$ cat src/rtl/uart_tx_buffer.sv
// Host-write FIFO feeding an 8N1 UART serializer on TxD.
// FIFO status flags and the serial line are all registered.
module uart_tx_buffer #(
   parameter int unsigned BITWIDTH     = 8,
   parameter int unsigned DEPTH        = 4,
   parameter int unsigned CLKS_PER_BIT = 16
) (
   input  logic                      Clk,
   input  logic                      Rst,
   input  logic [BITWIDTH-1:0]       dataIn,
   input  logic                      WR,
   output logic                      FULL,
   output logic                      EMPTY,
   output logic [$clog2(DEPTH):0]    count,
   output logic                      OVERFLOW,
   output logic                      BUSY,
   output logic                      TxD
);

   localparam int unsigned AW  = $clog2(DEPTH);
   localparam int unsigned CW  = AW + 1;
   localparam int unsigned IW  = (BITWIDTH > 1) ? $clog2(BITWIDTH) : 1;
   localparam int unsigned BCW = $clog2(CLKS_PER_BIT);

   typedef enum logic [1:0] {
      S_IDLE,
      S_START,
      S_DATA,
      S_STOP
   } state_t;

   state_t              state_q;
   logic [BITWIDTH-1:0] mem_q [DEPTH];
   logic [AW-1:0]       wptr_q, wptr_d;
   logic [AW-1:0]       rptr_q, rptr_d;
   logic [CW-1:0]       count_q, count_d;
   logic                full_q, full_d;
   logic                empty_q, empty_d;
   logic                ovf_q, ovf_d;
   logic                busy_q;
   logic                txd_q;
   logic [BITWIDTH-1:0] shift_q;
   logic [IW-1:0]       bit_q;
   logic [BCW-1:0]      baud_q;

   logic wr_ok;
   logic pop;
   logic baud_last;
   logic bit_last;

   // FULL is the registered flag, so a write is refused even when a pop frees a slot this cycle.
   always_comb begin
      wr_ok     = WR & ~full_q;
      pop       = (state_q == S_IDLE) && (count_q != '0);
      baud_last = (baud_q == BCW'(CLKS_PER_BIT - 1));
      bit_last  = (bit_q == IW'(BITWIDTH - 1));

      count_d = count_q;
      case ({wr_ok, pop})
         2'b10:   count_d = count_q + CW'(1);
         2'b01:   count_d = count_q - CW'(1);
         default: count_d = count_q;
      endcase

      full_d  = (count_d == CW'(DEPTH));
      empty_d = (count_d == '0);
      wptr_d  = wr_ok ? wptr_q + AW'(1) : wptr_q;
      rptr_d  = pop   ? rptr_q + AW'(1) : rptr_q;
      ovf_d   = ovf_q | (WR & full_q);
   end

   always_ff @(posedge Clk) begin
      if (!Rst) begin
         wptr_q  <= '0;
         rptr_q  <= '0;
         count_q <= '0;
         full_q  <= 1'b0;
         empty_q <= 1'b1;
         ovf_q   <= 1'b0;
      end else begin
         wptr_q  <= wptr_d;
         rptr_q  <= rptr_d;
         count_q <= count_d;
         full_q  <= full_d;
         empty_q <= empty_d;
         ovf_q   <= ovf_d;
      end
   end

   always_ff @(posedge Clk) begin
      if (Rst && wr_ok) begin
         mem_q[wptr_q] <= dataIn;
      end
   end

   always_ff @(posedge Clk) begin
      if (!Rst) begin
         state_q <= S_IDLE;
         txd_q   <= 1'b1;
         busy_q  <= 1'b0;
         baud_q  <= '0;
         bit_q   <= '0;
         shift_q <= '0;
      end else begin
         case (state_q)
            S_IDLE: begin
               txd_q  <= 1'b1;
               busy_q <= 1'b0;
               baud_q <= '0;
               if (pop) begin
                  shift_q <= mem_q[rptr_q];
                  state_q <= S_START;
                  txd_q   <= 1'b0;
                  busy_q  <= 1'b1;
               end
            end
            S_START: begin
               if (baud_last) begin
                  baud_q  <= '0;
                  bit_q   <= '0;
                  state_q <= S_DATA;
                  txd_q   <= shift_q[0];
               end else begin
                  baud_q <= baud_q + BCW'(1);
               end
            end
            S_DATA: begin
               if (baud_last) begin
                  baud_q <= '0;
                  if (bit_last) begin
                     state_q <= S_STOP;
                     txd_q   <= 1'b1;
                  end else begin
                     bit_q <= bit_q + IW'(1);
                     txd_q <= shift_q[bit_q + IW'(1)];
                  end
               end else begin
                  baud_q <= baud_q + BCW'(1);
               end
            end
            S_STOP: begin
               txd_q <= 1'b1;
               if (baud_last) begin
                  baud_q  <= '0;
                  state_q <= S_IDLE;
                  busy_q  <= 1'b0;
               end else begin
                  baud_q <= baud_q + BCW'(1);
               end
            end
            default: begin
               state_q <= S_IDLE;
               txd_q   <= 1'b1;
               busy_q  <= 1'b0;
               baud_q  <= '0;
            end
         endcase
      end
   end

   assign FULL     = full_q;
   assign EMPTY    = empty_q;
   assign count    = count_q;
   assign OVERFLOW = ovf_q;
   assign BUSY     = busy_q;
   assign TxD      = txd_q;

endmodule

$ cat config.mk
export PLATFORM = sky130hd
export DESIGN_NAME = uart_tx_buffer
export DESIGN_NICKNAME = d
export VERILOG_FILES = /design/src/rtl/uart_tx_buffer.sv
export SDC_FILE = /design/constraint.sdc
export NUM_CORES = 1
export LEC_CHECK = 0
export BUFFER_PORTS_ARGS = -buffer_cell sky130_fd_sc_hd__buf_2
export CORE_UTILIZATION = 40
export DETAILED_ROUTE_END_ITERATION = 6
export GPL_TIMING_DRIVEN = 0
export SYNTH_ARGS = -nofsm -noshare
export SYNTH_HDL_FRONTEND = slang
export SYNTH_SLANG_ARGS = --single-unit
$ cat constraint.sdc
create_clock -name Clk -period 2.3 [get_ports Clk]
set_clock_uncertainty 0.15 [all_clocks]
set_input_delay 0.115 -clock Clk [delete_from_list [all_inputs] [get_ports Clk]]
set_output_delay 0.115 -clock Clk [all_outputs]
set_load 0.03 [all_outputs]
Word-level counts from Yosys, hierarchy flattened
Memories as Yosys holds them, arrays and structs flattened. A register that Yosys moved wholly into a read port is not among the register bits.
Cells that the tools add are included.

cells by class
  add/subtract/negate cells = 6
  magnitude comparators = 1
  equality and inequality tests = 14
  multiplexer cells = 25
  bitwise operators = 4
  reductions and logical operators = 14

operators with widths
  kind                 number
  $ne 2x2->1 const B   6
  $pmux 3 s2           2
  $mux 2               5
  $mux 1               9
  $mux 3               3
  $pmux 2 s4           1
  $pmux 4 s2           1
  $add 3x1->3 const B  2
  $eq 2x2->1 const B   3
  $eq 3x3->1 const B   2
  $reduce_and 2->1     3
  $reduce_and 5->1     1
  $add 2x1->2 const B  2
  $add 4x1->4 const B  1
  $eq 2x1->1 const B   2
  $eq 4x4->1 const B   1
  $lt 3x4->1 const B   1
  $mux 4               1
  $pmux 1 s4           1
  $reduce_and 4->1     1
  $reduce_bool 2->1    2
  $bmux 1 s3           1
  $logic_not 3->1      1
  $reduce_bool 3->1    1
  other kinds (9)      11

storage, ports and cells
  flip-flop bits (word level) = 21
  RAM bits = 32
  word-level logic and storage cells = 76
  memories = 1

memories
  memory  depth  width  rd ports  clocked after memory_dff  write ports  RTL line  RTL
  mem_q   4      8      1         1                         1            33        logic [BITWIDTH-1:0] mem_q [DEPTH];

Depth between registers and ports, before layout
  word-level depth = 6
  depth in mapped cells = 12

Least setup slack after synthesis
Ideal clock, no wire load.

  kind = reg2reg
  start point = register count_q[1] (netlist: count[1])
  end point = register full_q (netlist: FULL)
  data arrival time = 2303 ps
  required time = 2092 ps
  path slack = -211 ps
  stages on the path, launching flop included = 11
  buffers on the path = 1
  clock period less this slack = 2511 ps
  path through = dfxtp_1 o31ai_2 inv_1 buf_4 ha_1 inv_1 fa_1 xor2_1 or3_1 a21oi_2 and2b_1

on the way
  cells in the longest elaborated chain, start to end = 5
  elaborated cells on any way between the ends = 8
  those cells by class = add/sub (2); eq/ne (3); mux (1); reduce/logical (2)

ends and longest elaborated chain
  item                                             RTL line  RTL
  start, declared                                  36        logic [CW-1:0] count_q, count_d;
  start signal, assigned                           83        count_q <= count_d;
  $reduce_bool 3->1 (*)                            54        pop = (state_q == S_IDLE) && (count_q != '0);
  $logic_and 1x1->1 (*)                            54
  named net pop                                    47        logic pop;
  $eq 2x1->1 / $eq 2x2->1 (equally long branches)  59        case ({wr_ok, pop})
  $pmux 3 s2 (*)                                   59
  $eq 3x3->1 (*)                                   65        full_d = (count_d == CW'(DEPTH));
  end signal, assigned                             84        full_q <= full_d;
  end, declared                                    37        logic full_q, full_d;

Mark *: on every way through the listed nets, which the timed path passes. The rest lies on a longest branch.
A chain may end at the register's enable or synchronous reset.

Worst setup path after layout
  start point = register state_q[0]
  end point = register full_q (netlist: FULL)

on the way
  cells in the longest elaborated chain, start to end = 5
  elaborated cells on any way between the ends = 6
  those cells by class = eq/ne (3); mux (1); reduce/logical (2)

ends and longest elaborated chain
  item                                             RTL line  RTL
  start, declared                                  32        state_t state_q;
  start signal, assigned                           98        state_q <= S_IDLE;
  start signal, assigned                           112       state_q <= S_START;
  start signal, assigned                           121       state_q <= S_DATA;
  $logic_not 2->1 (*)                              54
  $logic_and 1x1->1 (*)                            54
  named net pop                                    47
  $eq 2x1->1 / $eq 2x2->1 (equally long branches)  59
  $pmux 3 s2 (*)                                   59
  $eq 3x3->1 (*)                                   65

Marks and branches as above.

==> summary.md <==
| Metric | Value |
|---|---|
| Setup TNS | `0 ns` |
| Vias in the first global route | `1699` |
| Grt ovf | `0` |
| Min-Delay Startpoint | `WR` |
| Flop pwr share | `36.5%` |
| Largest net degree at the start of global routing | `13` |
| DP Worst Slack | `-0.1675 ns` |
| CP Class | `flip-flop to flip-flop` |
| Worst hold endpoint | `wptr_q[0]` |
| Worst Path Required | `around 2.4 ns` |
| Post-synthesis cell type count | `36` |
| First-pass iteration count of the detailed router | `4` |
| Area delta synth->final | `26.27%` |
| Core Rows | `29` |
| CTS root buffer | `clkbuf_8` |
| Pleak | `about 0.0013 uW` |
| Fin crit share | `99.26%` |
| Nets | `288` |
| Status | `complete, no violations` |
| Achievable Freq | `0.4380 GHz` |
| Tmin final | `2.283 ns` |
| GRT Util Overall | `15.24%` |
| Crit. End Element | `flip-flop` |
| CP arrival | `around 2.4 ns` |
| Final Hold Viols | `0` |
| Diodes inserted | `0` |
| Switching power | `1363 uW` |
| Post-DP HPWL | `3025 um` |
| Comb power frac | `39.8%` |
| Routed WL | `4781 um` |
| H-tree levels | `3` |
| RSZ-0062 raised after global routing | `true` |
| Smallest setup slack after layout | `approximately 0.017 ns` |
| Syn Inst Count | `about 210` |
| Yosys warning count | `0` |
| CTS tree | `built` |
| Switch share | `approximately a third` |
| Share of synthesized registers carrying an async set or reset | `0%` |
| Core Box Area | `0.006314 mm2` |
| Inst Count DP | `303` |
| Critical path launch point type | `flip-flop` |
| Most frequent cells in the layout | `32 x edfxtp_1, 23 x dfxtp_1, 22 x nand2_1` |
| Max-slew headroom | `between 60% and 70%` |
| Final core occ | `between 50% and 60%` |
| Initial antenna violation count | `0` |
| Commonest non-fill, non-tap cell in the layout | `edfxtp_1` |
| Die area | `a little under 0.007 mm2` |
| Iter 0 DRT Violations | `91` |
| Antenna Nets Post-Route | `0` |
| Post-synthesis cell area | `between 0.002 and 0.003 mm2` |
| Avg WL per Cell | `13.82 um` |
| Worst-path fanout max | `3` |
| R2R cell count | `12` |
| Die Wd | `82.86 um` |
| Seq/Total Area, Yosys | `around 59%` |
| Clk buf depth | `2` |
| Least-Margin Pin Slew | `between 0.5 and 0.6 ns` |
| Via count | `1728` |
| Clk network pwr share | `between 20% and 30%` |
| Worst vdd ir | `577.4 uV` |
| #FFs+latches synth | `61` |
| Layout Cells excl Fill | `346` |
| Residual DRC count | `0` |
| IO Count | `19` |
| Worst hold-check path type | `input port to flip-flop` |
| Cell Chain, Critical Path | `inv_2 -> ha_4 -> o31ai_4 -> inv_2 -> buf_6 -> ha_4 -> inv_1 -> fa_2 -> xor2_1 -> or3_1 -> a21oi_2 -> and2b_1` |
| Hold Crit Depth | `5` |
| Power Density | `1216 mW/mm2` |
| Ys flop type | `edfxtp_1` |
| Worst path max stage delay | `~0.33 ns` |
| First-pass GRT wire length | `between 8000 and 9000 um` |
| Vias/cell | `4.994` |
| Worst R2R End | `FULL` |
| Die Ht | `82.86 um` |
| Number of synthesized flops with an enable pin | `32` |
| Net Count, Synth | `approximately 230` |
| Fraction of layout cells with a size suffix above 1 | `30.48%` |
| Clk_lat worst skew | `between 0.3 and 0.4 ns` |
| Mean Syn Cell Area | `12.57 um2` |
| Max Cap Viol | `0` |
| Clk slew on worst S/H paths | `0.07 ns` |
| Slowest CP cell | `dfxtp_2` |
| Worst r2r src | `state_q[0]` |
| Initial Util | `41.42%` |
| Reg-to-reg slack, setup | `0.02 ns` |
| Setup violators final | `0` |
| Sink count of the clock tree | `61` |
| Port Buffers | `18` |
| GP Congestion | `between 0.7 and 0.8` |
| Pint | `2652 uW` |
| CTS buffer count | `9` |
| Final Max Tran Viols | `0` |
## worst max-delay path by stage
stage,from,endpoint,slack (ns),cells past startpoint
after global routing,state_q[0],FULL,-0.09,12
after detailed placement,state_q[0],FULL,-0.17,12
after CTS,state_q[0],FULL,-0.02,12
after floorplan,state_q[1],FULL,0.03,12
after global placement,state_q[0],FULL,-0.15,12
final,state_q[0],FULL,0.02,12
## layout make-up
class / instances / area, um2
inverters: 12 / 47.55
multi-input cells: 126 / 1028
flip-flops and latches: 61 / 1554
clock inverters: 6 / 72.57
repair buffers: 45 / 317.8
fillers: 567 / 3012
clock buffers: 10 / 127.6
plain buffers: 9 / 57.56
well taps: 77 / 96.34
## metrics by stage
step                      cell area (um2)  hold WS [ns]  total power (uW)
after floorplan                      2653       0.06387              2479
after global placement               2839        0.1816              2723
after detailed placement             2839        0.1831              2750
after CTS                            3243        0.2624              3946
after global routing                 3302        0.2939              4282
final                                3302        0.2601              4016
## worst max-delay path, delay by kind of cell, from the launching register on
family	cells	cell delay (ns)
buffers and inverters	4	0.28
AOI/OAI and AO/OA	2	0.24
xor gates and xnor gates	1	0.16
DFF	1	0.33
adders and majority gates	3	0.60
and+or+nand+nor	2	0.46
## power groups by stage
stage | Clock (uW) | Combinational, uW | Sequential [uW]
4_1_cts | 972 | 1510 | 1470
5_1_grt | 1030 | 1760 | 1490
2_1_floorplan | 0 | 903 | 1580
6_report | 951 | 1600 | 1470
3_5_place_dp | 0 | 1260 | 1490
3_3_place_gp | 0 | 1240 | 1490
## per-layer routing
layer	vias up	wire length [um]	global-route usage, %
met2	26	2340	24.66
met3	8	137	3.877
li1	864	-	-
met1	830	2224	18.86
met5	-	0	0
met4	0	78	7.837
## repair_timing
action                     in CTS  in global routing
pin swaps                       2                  2
hold endpoints to repair       34                  0
setup endpoints to repair       3                  5
hold buffers                   10                  0
setup buffers                  13                  5
gates resized for setup         3                  6
cloned                          0                  0
## cell usage after synthesis (all sizes together) (3+ instances only)
| cell | n | area (um2) |
|---|---|---|
| or3 | 3 | 18.77 |
| dfxtp | 29 | 580.6 |
| inv | 12 | 45.04 |
| mux4 | 9 | 202.7 |
| xor2 | 4 | 35.03 |
| xnor2 | 3 | 26.28 |
| nand2 | 23 | 86.33 |
| clkbuf | 4 | 15.01 |
| nand4 | 4 | 25.02 |
| nor2 | 18 | 67.56 |
| nand3 | 3 | 15.01 |
| edfxtp | 32 | 960.9 |
| and3 | 5 | 31.28 |
| ha | 12 | 150.1 |
| buf | 5 | 38.78 |
| a21oi | 20 | 103.9 |
## registers in the layout, indices dropped and copies added, names as in the netlist
name / flops
TxD: 1
baud_q: 4
FULL: 1
state_q: 2
BUSY: 1
bit_q: 3
count: 3
shift_q: 8
rptr_q: 2
wptr_q: 2
EMPTY: 1
OVERFLOW: 1
mem_q: 32
## kinds of logic (layout without fill, tap and decap cells)
group / count (synthesis) / after routing / synth area share (%)
AO/OA/AOI/OAI: 32 / 32 / 7.990
XOR/XNOR: 7 / 7 / 2.345
adder cells (fa/ha/maj): 13 / 13 / 6.507
buffers and inverters: 21 / 82 / 3.779
flip-flops: 61 / 61 / 58.95
multiplexers: 12 / 12 / 8.947
AND/OR/NAND/NOR: 62 / 62 / 11.48
Power figures use the tool's default switching activity.
